$ cat config.mk
export PLATFORM = sky130hd
export DESIGN_NAME = mem_arbiter
export DESIGN_NICKNAME = d
export VERILOG_FILES = /design/src/rtl/mem_arb_pkg.sv /design/src/rtl/mem_arbiter.sv
export SDC_FILE = /design/constraint.sdc
export NUM_CORES = 1
export LEC_CHECK = 0
export ABC_AREA = 1
export CAP_MARGIN = 30
export CORE_AREA = 2 2 104 106
export CTS_CLUSTER_DIAMETER = 200
export DETAILED_ROUTE_END_ITERATION = 12
export DIE_AREA = 0 0 106 108
export SYNTH_ARGS = -nofsm -noshare
export SYNTH_HDL_FRONTEND = slang
export SYNTH_SLANG_ARGS = --single-unit
$ cat constraint.sdc
create_clock -name CLK -period 2.39 [get_ports CLK]
set_input_delay 0.3585 -clock CLK [delete_from_list [all_inputs] [get_ports CLK]]
set_output_delay 0.3585 -clock CLK [all_outputs]
set_load 0.1 [all_outputs]
$ cat src/rtl/mem_arb_pkg.sv
// mem_arb_pkg: shared types for the icache/dcache RAM arbiter
package mem_arb_pkg;
  typedef enum logic [1:0] {FREE = 2'd0, BUSY = 2'd1, ACCESS = 2'd2, ERROR = 2'd3} ramstate_t;
  typedef enum logic [1:0] {IDLE = 2'd0, IGRANT = 2'd1, DGRANT = 2'd2} arb_state_t;
  typedef logic [31:0] word_t;
endpackage

$ cat src/rtl/mem_arbiter.sv
// mem_arbiter: shares one RAM port between icache and dcache, dcache priority
// with an anti-starvation counter that forces an icache win.
module mem_arbiter
  import mem_arb_pkg::*;
#(
  parameter int WORD_W = 32,
  parameter int STARVE_LIMIT = 4,
  parameter int CNT_W = 3
) (
  input  logic              CLK,
  input  logic              nRST,
  input  logic              iREN,
  input  logic [WORD_W-1:0] iaddr,
  output logic              iwait,
  output logic [WORD_W-1:0] iload,
  input  logic              dREN,
  input  logic              dWEN,
  input  logic [WORD_W-1:0] daddr,
  input  logic [WORD_W-1:0] dstore,
  output logic              dwait,
  output logic [WORD_W-1:0] dload,
  output logic              ramREN,
  output logic              ramWEN,
  output logic [WORD_W-1:0] ramaddr,
  output logic [WORD_W-1:0] ramstore,
  input  logic [WORD_W-1:0] ramload,
  input  logic [1:0]        ramstate,
  output logic              err
);
  localparam logic [CNT_W-1:0] LIM = CNT_W'(STARVE_LIMIT);
  arb_state_t state_q, state_d;
  logic [CNT_W-1:0] cnt_q, cnt_d;
  logic err_q, err_d;
  logic dreq, done, is_err;
  assign dreq = dREN | dWEN;
  assign done = ramstate_t'(ramstate) == ACCESS || ramstate_t'(ramstate) == ERROR;
  assign is_err = ramstate_t'(ramstate) == ERROR;
  assign err = err_q;
  always_comb begin
    state_d = state_q;
    cnt_d = cnt_q;
    err_d = err_q;
    iwait = 1'b1;
    dwait = 1'b1;
    iload = '0;
    dload = '0;
    ramREN = 1'b0;
    ramWEN = 1'b0;
    ramaddr = '0;
    ramstore = '0;
    case (state_q)
      IDLE: begin
        if (iREN && cnt_q >= LIM) begin
          state_d = IGRANT;
          cnt_d = '0;
        end else if (dreq) begin
          state_d = DGRANT;
          cnt_d = !iREN ? '0 : (cnt_q < LIM ? cnt_q + 1'b1 : cnt_q);
        end else if (iREN) begin
          state_d = IGRANT;
          cnt_d = '0;
        end
      end
      IGRANT: begin
        ramREN = 1'b1;
        ramaddr = iaddr;
        if (done) begin
          iwait = 1'b0;
          iload = ramload;
          err_d = err_q | is_err;
          state_d = IDLE;
        end else if (!iREN) state_d = IDLE;
      end
      DGRANT: begin
        ramaddr = daddr;
        ramstore = dstore;
        ramWEN = dWEN;
        ramREN = !dWEN;
        if (done) begin
          dwait = 1'b0;
          dload = ramload;
          err_d = err_q | is_err;
          state_d = IDLE;
        end else if (!dreq) state_d = IDLE;
      end
      default: state_d = IDLE;
    endcase
  end
  always_ff @(posedge CLK or negedge nRST) begin
    if (!nRST) begin
      state_q <= IDLE;
      cnt_q <= '0;
      err_q <= 1'b0;
    end else begin
      state_q <= state_d;
      cnt_q <= cnt_d;
      err_q <= err_d;
    end
  end
endmodule

==> impl_metrics.py <==
metrics = {
    "run_status": {
        "status": "completed",
    },
    "detailed_routing": {
        "via_per_inst": 4.01,
        "ant_nets": 0,
        "drc": 0,
        "drt_iter0_drc": 163,
        "num_vias": 2897,
        "route.detailed.wl_per_inst_um": 15.0,
        "wirelength_mm": 10.8,
        "first_pass_iters": 4,
    },
    "placed_design": {
        "placed_cell_area_um2": 5890,
        "dp_cells": 720,
        "gp_congestion": 0.802,
        "post-place-ws_ns": 0.186,
        "dpl.hpwl_mm": 9.50,
        "io_buffer_count": 267,
    },
    "worst_setup_path": {
        "critPathRequiredTime_ns": 2.03,
        "worst-path-buf-inv": 3,
        "critPathTopFamily": "buffers and inverters",
        "crit_fanout": 51,
        "crit_type": "flip-flop to primary output",
        "setup.worst_path.end_class": "primary output",
        "crit_slowest_cell": "dfrtp_1",
        "crit_chain": "inv_1 > ha_2 > buf_12 > nand2_1 > a21oi_1 > buf_12",
        "slowest_delay_ns": 0.39,
        "cpMostUsedCell": "buf_12",
        "worstSetupStartpointType": "flip-flop",
        "arrival_ns": 1.87,
    },
    "cts": {
        "htree_levels": 1,
        "cts_tree": "yes",
        "ctsHoldBuffers": 0,
        "cts_resized": 0,
        "root_buffer": "clkbuf_8",
        "post_cts_buffers": 0,
        "clkTransAtPathRegs_ns": 0.04,
        "clock_path_buffers": 2,
        "cts_buffers": 3,
        "clkSinkCount": 6,
        "clkLatencyLatePin_ns": 0.22,
    },
    "finish": {
        "fin_util_pct": 58.0,
        "layout_common_cells": "136 x buf_12, 134 x clkdlybuf4s50_1, 110 x nand2_1",
        "nFillCells": 887,
        "nets": 728,
        "mostFrequentLayoutCell": "buf_12",
        "final_cell_count_no_fill": 723,
        "insertedDiodeCount": 0,
        "drive_above_1_share_pct": 38.5,
        "area_growth_pct": 270,
        "fin_area_um2": 5930,
    },
    "flow_run": {
        "cap_violations": 0,
    },
    "floorplanning": {
        "dieArea_um2": 11400,
        "start_util_pct": 15.7,
        "die_w_um": 106,
        "rows": 37,
        "core-area_um2": 10200,
        "boundaryPins": 268,
        "die_h_um": 108,
    },
    "power": {
        "power.density_nw_per_um2": 1170,
        "seq_power_share_pct": 2.2,
        "swShare_pct": 65.4,
        "power_mw": 6.96,
        "p_leak_nw": 2.69,
        "switching_power_mw": 4.56,
        "vdd_ir_drop_max_uv": 607,
        "p_clk_share_pct": 2.2,
        "p_comb_share_pct": 95.6,
        "intPower_mw": 2.41,
    },
    "synth": {
        "ys_warn_count": 0,
        "syn_area_um2": 1600,
        "syn_avg_cell_area_um2": 4.85,
        "syn_nets": 470,
        "synth-seq-cells": 6,
        "ys_types": 19,
        "seq_area_frac_synth_pct": 9.36,
        "syn_inst": 331,
    },
    "sta": {
        "tightest_slew_ns": 0.566,
        "fin_ws_ns": 0.165,
        "hold_slack_ns": 0.379,
        "fmax_mhz": 450,
        "skew_ns": 0.00103,
        "hold_violations": 0,
        "timing.slew.headroom_pct": 62.3,
        "rsz0062_at_grt": "no",
        "post-route-min-period_ns": 2.22,
        "setup_tns_ns": 0,
        "min_period_over_period_pct": 93.1,
        "slew_viol_final": 0,
        "setup_viol": 0,
    },
    "global_routing": {
        "grt_start_max_net_pins": 52,
        "grt_util_all_layers_pct": 17.6,
        "overflow": 0,
        "grt_pass1_wl_mm": 16.1,
        "antenna_found_initial": 0,
        "grt_pass1_vias": 2952,
    },
    "worst_hold_path": {
        "hold_class": "input pin to async pin",
    },
}
## synthesized netlist by cell type
library cell | n | area, um2
nand2_1 | 110 | 413
inv_1 | 73 | 274
nor2_1 | 66 | 248
a21oi_1 | 33 | 165
buf_4 | 8 | 60.1
buf_6 | 7 | 78.8
dfrtp_1 | 6 | 150
nand3_1 | 5 | 25.0
buf_2 | 4 | 20.0
ha_1 | 4 | 50.1
inv_2 | 3 | 11.3
buf_1 | 2 | 7.51
nand2_4 | 2 | 22.5
nand3_2 | 2 | 20.0
nand4_1 | 2 | 12.5
a21oi_4 | 1 | 16.3
a31o_2 | 1 | 8.76
nor2_4 | 1 | 11.3
nor3_2 | 1 | 10.0
## path summary, 6_finish.rpt
check | startpoint | to | slack (ns) | cells past startpoint
max | state_q[0]$_DFFE_PN0P_ | ramaddr[4] | 0.17 | 6
min | nRST | err$_DFFE_PN0P_ | 0.38 | 1
max reg2reg | state_q[0]$_DFFE_PN0P_ | state_q[0]$_DFFE_PN0P_ | 0.97 | 7
min reg2reg | cnt_q[1]$_DFFE_PN0P_ | cnt_q[1]$_DFFE_PN0P_ | 0.49 | 2
max in group asynchronous | nRST | cnt_q[2]$_DFFE_PN0P_ | 1.80 | 1
min in group CLK | cnt_q[1]$_DFFE_PN0P_ | cnt_q[1]$_DFFE_PN0P_ | 0.49 | 2
## power groups by stage
stage	Clock [mW]	Combinational (mW)	Sequential (mW)
2_1_floorplan	0	4.19	0.159
4_1_cts	0.154	6.70	0.157
3_3_place_gp	0	6.64	0.155
5_1_grt	0.161	6.88	0.161
3_5_place_dp	0	6.69	0.158
6_report	0.150	6.66	0.156
## area by class of cell
| type | count | area, um2 | area share, % |
|---|---|---|---|
| multi-input combinational | 228 | 1190 | 20.1 |
| tap | 136 | 170 | 2.87 |
| timing repair buffer | 274 | 4090 | 69.0 |
| sequential | 6 | 150 | 2.53 |
| inverter | 76 | 285 | 4.81 |
| clock buffer | 3 | 41.3 | 0.696 |
## flip-flops by register name, indices dropped and copies added, names as in the netlist
name and count:
state_q 2, err 1, cnt_q 3
## per-layer routing
| metal | global-route usage (%) | vias up | wire length, um | part of all wire, % |
|---|---|---|---|---|
| li1 | - | 1461 | - | - |
| met1 | 17.9 | 1285 | 3700 | 34 |
| met2 | 35.7 | 133 | 6060 | 56 |
| met3 | 4.46 | 18 | 828 | 7.6 |
| met4 | 3.95 | 0 | 257 | 2.4 |
| met5 | 0 | - | 0 | 0 |
## cell families after synthesis
family          Yosys count  share of synthesized area [%]
flops                     6                           9.36
compound gates           35                           11.9
fa+ha+maj                 4                           3.12
buf+inv                  97                           28.2
simple gates            189                           47.5
## worst reg2reg max path: stages (launching register included)
cell and delay (ns):
dfrtp_1 0.39, inv_1 0.09, ha_2 0.25, buf_12 0.25
nand3_2 0.15, nand3_1 0.11, nand2_1 0.06, nand2_1 0.06
(Power assumes the default switching activity.)
